### src/rtl/swt16_pkg.sv
// Shared fetch definitions: FSM state encoding and default geometry of the
// program counter / program memory word.
package swt16_pkg;

  localparam int PC_WIDTH_DEF        = 12;
  localparam int PMEM_WORD_WIDTH_DEF = 16;
  localparam int RESET_PC_DEF        = 0;
  localparam int PERF_CNT_W          = 16;

  typedef enum logic [1:0] {
    ST_FILL     = 2'd0,
    ST_RUN      = 2'd1,
    ST_HOLD     = 2'd2,
    ST_REDIRECT = 2'd3
  } fetch_state_e;

endpackage

### src/rtl/fetch_hold_buf.sv
// Single-entry skid buffer holding the instruction word and its PC while the
// decoder stalls.
module fetch_hold_buf #(
  parameter int PC_WIDTH   = 12,
  parameter int WORD_WIDTH = 16
) (
  input  logic                  clock,
  input  logic                  reset,
  input  logic                  capture,
  input  logic                  invalidate,
  input  logic [WORD_WIDTH-1:0] instr,
  input  logic [PC_WIDTH-1:0]   pc,
  output logic                  held_valid,
  output logic [WORD_WIDTH-1:0] held_instr,
  output logic [PC_WIDTH-1:0]   held_pc
);

  always_ff @(posedge clock or negedge reset) begin
    if (!reset) begin
      held_valid <= 1'b0;
    end else if (invalidate) begin
      held_valid <= 1'b0;
    end else if (capture) begin
      held_valid <= 1'b1;
    end
  end

  // Payload is only observed while held_valid is set, so it needs no reset.
  always_ff @(posedge clock) begin
    if (capture) begin
      held_instr <= instr;
      held_pc    <= pc;
    end
  end

endmodule

### src/rtl/fetch.sv
// Instruction fetch stage: issues PMEM addresses, presents words to the decoder,
// handles stalls and redirects. Optional perf counters under FETCH_PERF_CNT_EN.
module fetch
  import swt16_pkg::*;
#(
  parameter int PC_WIDTH        = PC_WIDTH_DEF,
  parameter int PMEM_WORD_WIDTH = PMEM_WORD_WIDTH_DEF,
  parameter int RESET_PC        = RESET_PC_DEF
) (
  input  logic                       clock,
  input  logic                       reset,
  input  logic                       in_stall,
  input  logic                       in_jump,
  input  logic [PC_WIDTH-1:0]        in_jump_target,
  output logic [PC_WIDTH-1:0]        out_pmem_addr,
  input  logic [PMEM_WORD_WIDTH-1:0] in_pmem_data,
  output logic [PMEM_WORD_WIDTH-1:0] out_instr,
  output logic [PC_WIDTH-1:0]        out_pc,
  output logic                       out_valid,
  output logic                       out_flush
`ifdef FETCH_PERF_CNT_EN
  ,
  output logic [PERF_CNT_W-1:0]      out_fetch_cnt,
  output logic [PERF_CNT_W-1:0]      out_flush_cnt
`endif
);

  localparam logic [PC_WIDTH-1:0] PC_RST = PC_WIDTH'(RESET_PC);
  localparam logic [PC_WIDTH-1:0] PC_ONE = PC_WIDTH'(1);

  fetch_state_e               state, state_nxt;
  logic [PC_WIDTH-1:0]        pc, pc_nxt;
  logic [PC_WIDTH-1:0]        pc_d1, pc_d1_nxt;
  logic                       capture, invalidate;
  logic                       held_valid;
  logic [PMEM_WORD_WIDTH-1:0] held_instr;
  logic [PC_WIDTH-1:0]        held_pc;

  fetch_hold_buf #(
    .PC_WIDTH   (PC_WIDTH),
    .WORD_WIDTH (PMEM_WORD_WIDTH)
  ) u_hold_buf (
    .clock      (clock),
    .reset      (reset),
    .capture    (capture),
    .invalidate (invalidate),
    .instr      (in_pmem_data),
    .pc         (pc_d1),
    .held_valid (held_valid),
    .held_instr (held_instr),
    .held_pc    (held_pc)
  );

  always_ff @(posedge clock or negedge reset) begin
    if (!reset) begin
      state <= ST_FILL;
      pc    <= PC_RST;
      pc_d1 <= PC_RST;
    end else begin
      state <= state_nxt;
      pc    <= pc_nxt;
      pc_d1 <= pc_d1_nxt;
    end
  end

  assign out_pmem_addr = pc;

  always_comb begin
    state_nxt  = state;
    pc_nxt     = pc;
    pc_d1_nxt  = pc_d1;
    capture    = 1'b0;
    invalidate = 1'b0;
    out_instr  = '0;
    out_pc     = pc_d1;
    out_valid  = 1'b0;
    out_flush  = 1'b0;

    case (state)
      ST_FILL: begin
        pc_nxt    = pc + PC_ONE;
        pc_d1_nxt = pc;
        state_nxt = ST_RUN;
      end
      ST_RUN: begin
        out_instr = in_pmem_data;
        out_valid = 1'b1;
        if (in_stall) begin
          capture   = 1'b1;
          state_nxt = ST_HOLD;
        end else begin
          pc_nxt    = pc + PC_ONE;
          pc_d1_nxt = pc;
        end
      end
      // pc was re-issued throughout HOLD, so PMEM already returns the next word.
      ST_HOLD: begin
        out_instr = held_instr;
        out_pc    = held_pc;
        out_valid = held_valid;
        if (!in_stall) begin
          invalidate = 1'b1;
          pc_nxt     = pc + PC_ONE;
          pc_d1_nxt  = pc;
          state_nxt  = ST_RUN;
        end
      end
      ST_REDIRECT: begin
        out_flush = 1'b1;
        pc_nxt    = pc + PC_ONE;
        pc_d1_nxt = pc;
        state_nxt = ST_RUN;
      end
      default: state_nxt = ST_FILL;
    endcase

    // A redirect overrides everything, including a pending stall.
    if (in_jump) begin
      pc_nxt     = in_jump_target;
      pc_d1_nxt  = pc;
      capture    = 1'b0;
      invalidate = 1'b1;
      out_valid  = 1'b0;
      state_nxt  = ST_REDIRECT;
    end
  end

`ifdef FETCH_PERF_CNT_EN
  function automatic logic [PERF_CNT_W-1:0] sat_inc(input logic [PERF_CNT_W-1:0] v);
    return (v == {PERF_CNT_W{1'b1}}) ? v : v + PERF_CNT_W'(1);
  endfunction

  always_ff @(posedge clock or negedge reset) begin
    if (!reset) begin
      out_fetch_cnt <= '0;
      out_flush_cnt <= '0;
    end else begin
      if (out_valid && !in_stall) out_fetch_cnt <= sat_inc(out_fetch_cnt);
      if (in_jump)                out_flush_cnt <= sat_inc(out_flush_cnt);
    end
  end
`endif

endmodule

### config.mk
export PLATFORM = sky130hd
export DESIGN_NAME = fetch
export DESIGN_NICKNAME = d
export VERILOG_FILES = /design/src/rtl/swt16_pkg.sv /design/src/rtl/fetch_hold_buf.sv /design/src/rtl/fetch.sv
export SDC_FILE = /design/constraint.sdc
export NUM_CORES = 1
export LEC_CHECK = 0
export BUFFER_PORTS_ARGS = -buffer_cell sky130_fd_sc_hd__buf_4
export CAP_MARGIN = 20
export CORE_UTILIZATION = 29
export DETAILED_ROUTE_END_ITERATION = 10
export PLACE_DENSITY = 0.61
export REMOVE_ABC_BUFFERS = 1
export SYNTH_ARGS = -nofsm -noshare
export SYNTH_HDL_FRONTEND = slang
export SYNTH_SLANG_ARGS = --single-unit
export TNS_END_PERCENT = 10
### constraint.sdc
create_clock -name clock -period 3.4 [get_ports clock]
set_input_delay 0.34 -clock clock [delete_from_list [all_inputs] [get_ports clock]]
set_output_delay 0.34 -clock clock [all_outputs]
set_load 0.01 [all_outputs]
======== After elaboration in Yosys (flattened, before gate mapping) ========
Cells that the tools add are included.
storage, ports and cells
  register bits ........................... 55
  latch bits .............................. 0
  bits in writable memories ............... 0
  bits in read-only memories .............. 0
  input bits .............................. 32
  word-level logic and storage cells ...... 41
  memories kept ........................... 0
cells by class
  add/subtract/negate cells ............... 1
  multipliers ............................. 0
  div/mod/pow operators ................... 0
  $lt $le $gt $ge ......................... 0
  equality and inequality tests ........... 6
  shifts and indexed selects .............. 0
  mux-type cells .......................... 23
  bitwise operators ....................... 0
  reductions and logical operators ........ 5
operators with widths
  cell                                                  number
  two-way mux 12 bit                                    5
  one-hot mux 12 bit (2 select lines)                   2
  one-hot mux 16 bit (2 select lines)                   1
  adder 12 x 1 -> 12 bit (second input constant)        1
  two-way mux 1 bit                                     10
  two-way mux 2 bit                                     3
  != test 3 bit (second input constant)                 2
  one-hot mux 2 bit (3 select lines)                    1
  equality test 2 bit (second input constant)           2
  OR reduction 2 bit                                    2
  != test 3 x 2 -> 1 bit (second input constant)        1
  equality test 2 x 1 -> 1 bit (second input constant)  1
  zero test 2 bit                                       1
  one-hot mux 1 bit (2 select lines)                    1
  AND reduction 2 bit                                   1
  nonzero test 2 bit                                    1

======== Longest topological paths before layout ========
Gate-level depths: netlist of run 1.
  depth in word-level cells ............... 5
  mapped depth ............................ 8
  depth with buffers taken out ............ 6

======== Modules after synthesis ========
From an unflattened synthesis of run 1, not the netlist that was laid out.
second synthesis, totals
  cells, all modules ...................... 201
  area, all modules ....................... 2527.4 um2
by module, submodules not included
  module          times used  cells an instance  area an instance (um2)  sequential area each (um2)
  fetch           1           171                1651.6                  650.6
  fetch_hold_buf  1           30                 875.8                   865.8

======== Worst setup path after synthesis of run 1 ========
No wires, ideal clock.
  kind .................................... reg-to-reg
  start ................................... register state[1]
  end ..................................... register u_hold_buf.held_instr[0] (enable)
  library setup time ...................... 413 ps
  arrival ................................. 2345 ps
  data required time ...................... 2987 ps
  path slack .............................. 642 ps
  cell stages (with the launch flop) ...... 7
  clock period less this slack ............ 2758 ps
  path through ............................ dfrtp_1 -> inv_1 -> ha_1 -> buf_2 -> buf_1 -> nand2_1 -> nor2_1
between the ends
  word-level cells in the longest chain between the ends .. 3
RTL lines
  what                          line                  source
  start, declared               fetch.sv:31           fetch_state_e state, state_nxt;
  start signal, assigned        fetch.sv:60           state <= state_nxt;
  equality test 2 x 1 -> 1 bit  fetch.sv:79           case (state)
  two-way mux 1 bit             fetch.sv:79
  two-way mux 1 bit             fetch.sv:118          if (in_jump) begin
  via capture                   fetch.sv:34           logic capture, invalidate;
  end signal, assigned          fetch_hold_buf.sv:31  held_instr <= instr;
  end, declared                 fetch_hold_buf.sv:14  output logic [WORD_WIDTH-1:0] held_instr,
The timed path passes the listed nets, and every way through them passes these cells.
A chain may end at the register's enable or synchronous reset.

======== Final worst setup path of run 1 ========
  start ................................... register state[0]
  end ..................................... output out_instr[15]
between the ends
  word-level cells in the longest chain between the ends .. 2
RTL lines
  what                                                                        line         source
  equality test 2 bit / equality test 2 x 1 -> 1 bit (equally long branches)  fetch.sv:79
  one-hot mux 16 bit (2 select lines) (*)                                     fetch.sv:79
  end, declared                                                               fetch.sv:17  output logic [PMEM_WORD_WIDTH-1:0] out_instr,
Mark *: on every way between the ends. The rest lies on a longest branch, timed or not.

==> results of run 1 <==
==> layout make-up <==
type | count | area (um2)
multi-input combinational | 129 | 988
clock inverter | 1 | 5.00
fill | 876 | 5350
tap | 108 | 135
sequential | 55 | 1520
clock buffer | 7 | 76.3
inverter | 4 | 15.0
timing repair buffer | 78 | 588
==> repair_timing <==
item | in CTS | in global routing
endpoints found under the hold margin | 27 | 0
setup buffers | 0 | 0
hold buffers | 1 | 0
==> stage by stage <==
| step | util | cells | hold slack (ns) |
|---|---|---|---|
| floorplan | - | 188 | 0.0444 |
| global placement | 0.373 | 373 | 0.278 |
| detailed placement | 0.373 | 373 | 0.280 |
| CTS | 0.383 | 382 | 0.214 |
| global route | 0.383 | 382 | 0.207 |
| finish | 0.383 | 382 | 0.224 |
==> power by group <==
group          switching [mW]  total (mW)  internal (mW)
Clock                   0.201       0.346          0.145
Sequential             0.0790       0.877          0.798
Combinational           0.344       0.683          0.338
==> final timing paths <==
kind | to | depth (start not counted)
setup / recovery | out_instr[15] | 6
setup reg to reg | pc_d1[2]$_DFFE_PN0P_ | 5
hold / removal | u_hold_buf.held_instr[6]$_DFFE_PP_ | 1
hold reg to reg | u_hold_buf.held_pc[7]$_DFFE_PP_ | 0
min in group asynchronous | out_pmem_addr[11]$_DFFE_PN0P_ | 2
max in group asynchronous | u_hold_buf.held_valid$_DFFE_PN0P_ | 2
==> per-layer routing <==
layer | up-vias | wire length [um]
li1 | 864 | -
met3 | 5 | 306
met1 | 850 | 2610
met2 | 57 | 2630
met5 | - | 0
met4 | 0 | 36
==> cells by family after synthesis <==
logic type	count (synthesis)	synth area share
muxes	29	0.125
and+or+nand+nor	51	0.114
AOI/OAI and AO/OA	34	0.0838
DFF	55	0.587
buffers and inverters	16	0.0315
adders and majority gates	5	0.0242
xor gates and xnor gates	10	0.0339
==> synth_stat cells, drive strengths merged <==
cell / number
o21a: 1
a22oi: 16
nand3: 3
xnor2: 7
inv: 4
mux2: 27
buf: 6
dfrtp: 27
edfxtp: 28
nor3: 4
nor2: 19
nor2b: 2
o21ai: 13
nand2: 16
mux2i: 2
xor2: 3
nor3b: 2
nand4: 1
ha: 5
a211o: 1
clkbuf: 6
a21oi: 3
nor4: 4
==> state kept, by name (all words and copies together), names as in the netlist <==
name                   count
out_pmem_addr             12
pc_d1                     12
state                      2
u_hold_buf.held_instr     16
u_hold_buf.held_pc        12
u_hold_buf.held_valid      1
==> worst reg2reg max path, stage by stage, from the launching register on <==
cell and delay [ns]:
dfrtp_1 0.42, inv_1 0.06, ha_1 0.58, nor3b_2 0.58
buf_4 0.26, mux2_2 0.34
==> impl_results.md, run 1 <==
* RR Startpoint: state[0]$_DFFE_PN0P_
* GP Congestion at slightly below 0.7
* RSZ-0062 raised after global routing: false
* Vias at 1776
* Area delta synth->final at 28.7%
* Met3 usage at 0.0243
* Clk_skew at 0.00534 ns
* Nets@finish at 310
* Drt first pass iters at 4
* Crit path arrival time at 2.14 ns
* Initial antenna violation count at 0
* Crit Path Class: reg -> out
* Max Freq at 403 MHz
* Slew Limit Headroom at 0.496
* Max Cap Viol at 0
* PortBufs at 73
* Total gr overflow at 0
* DIE AREA at 9290 um2
* H-tree Lvls at 2
* Total wire length at 5580 um
* Global-route wire length before repair at 9050 um
* Max Root-Sink Buffers at 2
* CTS tree: done
* Initial DRC count at 89
* N_diodes at 0
* Final worst slack at 0.919 ns
* Family with the most delay on the worst path: adder cells
* Ranking of synthesized cells by area: edfxtp_1, dfrtp_1, mux2_2, a22oi_1, nor2_1
* Synth unique cells at 31
* Core area at 8680 um2
* Endpoint type of the worst setup path: primary output
* Post-DP HPWL at 4050 um
* Top cell type by total area after synthesis: edfxtp_1
* Detailed-route wire length per cell at 14.6 um
* Pleak at about 1.3 nW
* P per Cell Area at 573 nW/um2
* Number of gates resized after CTS at 0
* Floorplan row count at 34
* Area post-placement at roughly 3200 um2
* Crit path launch: state[0]$_DFFE_PN0P_
* Drt drc at 0
* #FFs+latches synth at 55
* Clock root buffer: clkbuf_8
* Max-slew violation count at 0
* Clock transition at path regs at 0.09 ns
* Status: completed
* Die H at 96.4 um
* CP Cell Sequence: inv_1, ha_1, buf_4, a22oi_1, nor2_1, buf_4
* Clock sink count at 55
* Final Hold Fails at 0
* Top-area cell type share of the netlist area at 0.325
* Seq/Total Area, Yosys at 0.587
* Critical Path Start Type: register
* Busiest grt layer: met2
* Worst slack at placement at 1.04 ns
* Final setup vio count at 0
* VDD IR max at 0.220 mV
* Final period util at 0.730
* M1 GR Usage at 0.174
* Commonest non-fill, non-tap cells in the layout: buf_4, edfxtp_1, mux2_2, dfrtp_1, nor2_1
* Setup TNS at 0 ns
* Final Power at around 1.9 mW
* Die Width at 96.4 um
* Most used cell, CP: buf_4
* Later-pin clock latency in the skew report at 0.30 ns
* CTS buffer count at 5
* Met2 usage at 0.216
* Worst Path Required at 3.06 ns
* Most common cell after layout, fill and taps aside: buf_4
* Total GRT Usage at 0.129
* Syn. warnings at 0
* Worst-Margin Slew at 0.757 ns
* Pin count of the biggest net entering global routing at 30
* Finished Cell Area at ~3300 um2
* Min cycle time layout at 2.48 ns
* CP max FO at 18
* Min-Delay Path Class: in -> reg
* Mapped Area at 2580 um2
* Syn_area_per_cell at 12.9 um2
* Critical Path Slowest Stage Cell: ha_1
* Hold Startpoint: in_pmem_data[6]
* # IOs at 74
* Synth Instances at 200
* Initial Utilization at 0.298
* R2R Setup Slk at 1.05 ns
* Proportion of layout cells with a drive suffix above 1 at 0.438
* Via density at 4.65
* CP bufs+invs at 3
* Vias in the first global route at 1780
* Antenna Nets Post-Route at 0
* Max incr delay on CP at between 0.6 and 0.7 ns
Note: power is estimated with default switching activity, not from simulation.
==> run 2, diff against run 1 <==
--- a/config.mk
+++ b/config.mk
@@ -9,7 +9,7 @@
 export CAP_MARGIN = 20
 export CORE_UTILIZATION = 29
 export DETAILED_ROUTE_END_ITERATION = 10
-export PLACE_DENSITY = 0.61
+export PLACE_DENSITY = 0.62
 export REMOVE_ABC_BUFFERS = 1
 export SYNTH_ARGS = -nofsm -noshare
 export SYNTH_HDL_FRONTEND = slang
==> constraint.sdc (replaced) <==
create_clock -name clock -period 2.15 [get_ports clock]
set_input_delay 0.215 -clock clock [delete_from_list [all_inputs] [get_ports clock]]
set_output_delay 0.215 -clock clock [all_outputs]
set_load 0.01 [all_outputs]
==> impl_results.md, run 2 (synthesized netlist as in run 1, its figures left out) <==
* PortBufs at 73
* Most common cell after layout, fill and taps aside: buf_4
* Worst Path Required at approximately 1.9 ns
* Pin count of the biggest net entering global routing at 32
* Min cycle time layout at 1.96 ns
* Final setup vio count at 0
* N_diodes at 0
* Number of fill cells in the layout at around 860
* Global-route wire length before repair at 8600 um
* Clock transition at path regs at 0.10 ns
* Clk_skew at between 0.007 and 0.008 ns
* Endpoint type of the worst setup path: primary output
* Status: completed
* Vias at ~1800
* Max reg flops at 16
* Finished Cell Area at about 3400 um2
* Antenna Nets Post-Route at 0
* Detailed-route wire length per cell at 13.8 um
* Crit Path Class: reg -> out
* CP max FO at 17
* Critical Path Start Type: register
* P per Cell Area at 931 nW/um2
* Part of the power in registers at 0.436
* Power share of the clock group at 0.211
* Worst-Margin Slew at 0.359 ns
* Commonest non-fill, non-tap cells in the layout: buf_4, edfxtp_1, mux2_2, dfrtp_1, nor2_1
* Hold Path Depth at 1
* Layout Utilization at 0.392
* CTS buffer count at 5
* GP Congestion at 0.714
* Pleak at 1.38 nW
* Area post-placement at 3280 um2
* Vias in the first global route at 1740
* Crit path arrival time at approximately 1.7 ns
* Max Cap Viol at 0
* Drt first pass iters at 4
* Nets@finish at 314
* Slew Limit Headroom at 0.761
* VDD IR max at 0.328 mV
* Final cell count without fillers at 386
* Final Hold Fails at 0
* Area delta synth->final at 31.5%
* Initial Utilization at 0.298
* Die H at 96.4 um
* Number of gates resized after CTS at 0
* Clock root buffer: clkbuf_8
* Initial antenna violation count at 0
* Min-Delay Path Class: in -> reg
* R2R cell count at 7
* RSZ-0062 raised after global routing: false
* CTS tree: done
* Top reg by flops: u_hold_buf.held_instr
* H-tree Lvls at 2
* Max Freq at 510 MHz
* Drt drc at 0
* Initial DRC count at 70
* Final period util at 0.912
* Internal at 2.16 mW
* Max Root-Sink Buffers at 2
* Via density at between 4 and 5
* Total GRT Usage at 0.123
* Later-pin clock latency in the skew report at 0.31 ns
* Placed insts at 377
* Total wire length at 5330 um
* Proportion of layout cells with a drive suffix above 1 at 0.453
* Net switching power at 1.00 mW
* Core area at 8680 um2
* DIE AREA at approximately 9300 um2
* # IOs at 74
* Post-CTS Hold Fix Bufs at 1
* Post-CTS setup buffer count at 0
* Floorplan row count at 34
* Total gr overflow at 0
* Combinational Power Share at 0.353
* Die Width at 96.4 um
* Clock sink count at 55
* Sw frac at 0.317
* Post-DP HPWL at 3910 um
* R2R Setup Slk at 0.41 ns
* Max-slew violation count at 0
==> run 2: layout make-up <==
type | count | area (um2) | area share
Clock inverter | 1 | 5.00 | 0.00147
Clock buffer | 7 | 108 | 0.0317
Tap cell | 108 | 135 | 0.0398
Inverter | 4 | 15.0 | 0.00442
Multi-Input combinational cell | 129 | 988 | 0.291
Timing Repair Buffer | 82 | 631 | 0.186
Sequential cell | 55 | 1520 | 0.446
==> run 2: stage by stage <==
stage	hold WS, ns	setup slack (ns)	power, mW	setup TNS [ns]
after floorplan	-0.0806	-0.495	2.00	-13.85
after global placement	0.158	0.430	2.52	0
after detailed placement	0.159	0.403	2.54	0
after CTS	0.0686	0.162	3.22	0
after global routing	0.0617	0.0663	3.37	0
final	0.0818	0.190	3.16	0
==> run 2: per-layer routing <==
| metal | up-vias | track usage | wire, um | share of wire |
|---|---|---|---|---|
| li1 | 878 | - | - | - |
| met1 | 837 | 0.164 | 2550 | 0.48 |
| met2 | 63 | 0.202 | 2410 | 0.45 |
| met3 | 5 | 0.0235 | 305 | 0.057 |
| met4 | 0 | 0.0417 | 65 | 0.012 |
| met5 | - | 0 | 0 | 0 |
==> run 2: final timing paths <==
check,start,to
min in group asynchronous,reset,pc_d1[10]$_DFFE_PN0P_
max,state[0]$_DFFE_PN0P_,out_valid
min reg2reg,pc_d1[0]$_DFFE_PN0P_,u_hold_buf.held_pc[0]$_DFFE_PP_
max in group asynchronous,reset,state[1]$_DFFE_PN0P_
min,in_pmem_data[13],u_hold_buf.held_instr[13]$_DFFE_PP_
max reg2reg,state[0]$_DFFE_PN0P_,out_pmem_addr[7]$_DFFE_PN0P_
==> run 2: power groups by stage <==
| stage | registers, mW | logic, mW | clock network, mW |
|---|---|---|---|
| 5_1_grt | 1.40 | 1.24 | 0.730 |
| 3_5_place_dp | 1.40 | 1.13 | 0 |
| 6_report | 1.38 | 1.12 | 0.667 |
| 2_1_floorplan | 1.39 | 0.613 | 0 |
| 4_1_cts | 1.38 | 1.14 | 0.696 |
| 3_3_place_gp | 1.40 | 1.12 | 0 |
==> run 2: worst max-delay path, stage by stage, from the launching register on <==
cell     delay, ns
dfrtp_1       0.43
inv_1         0.06
ha_1          0.36
buf_4         0.23
nor3_1        0.20
buf_4         0.16
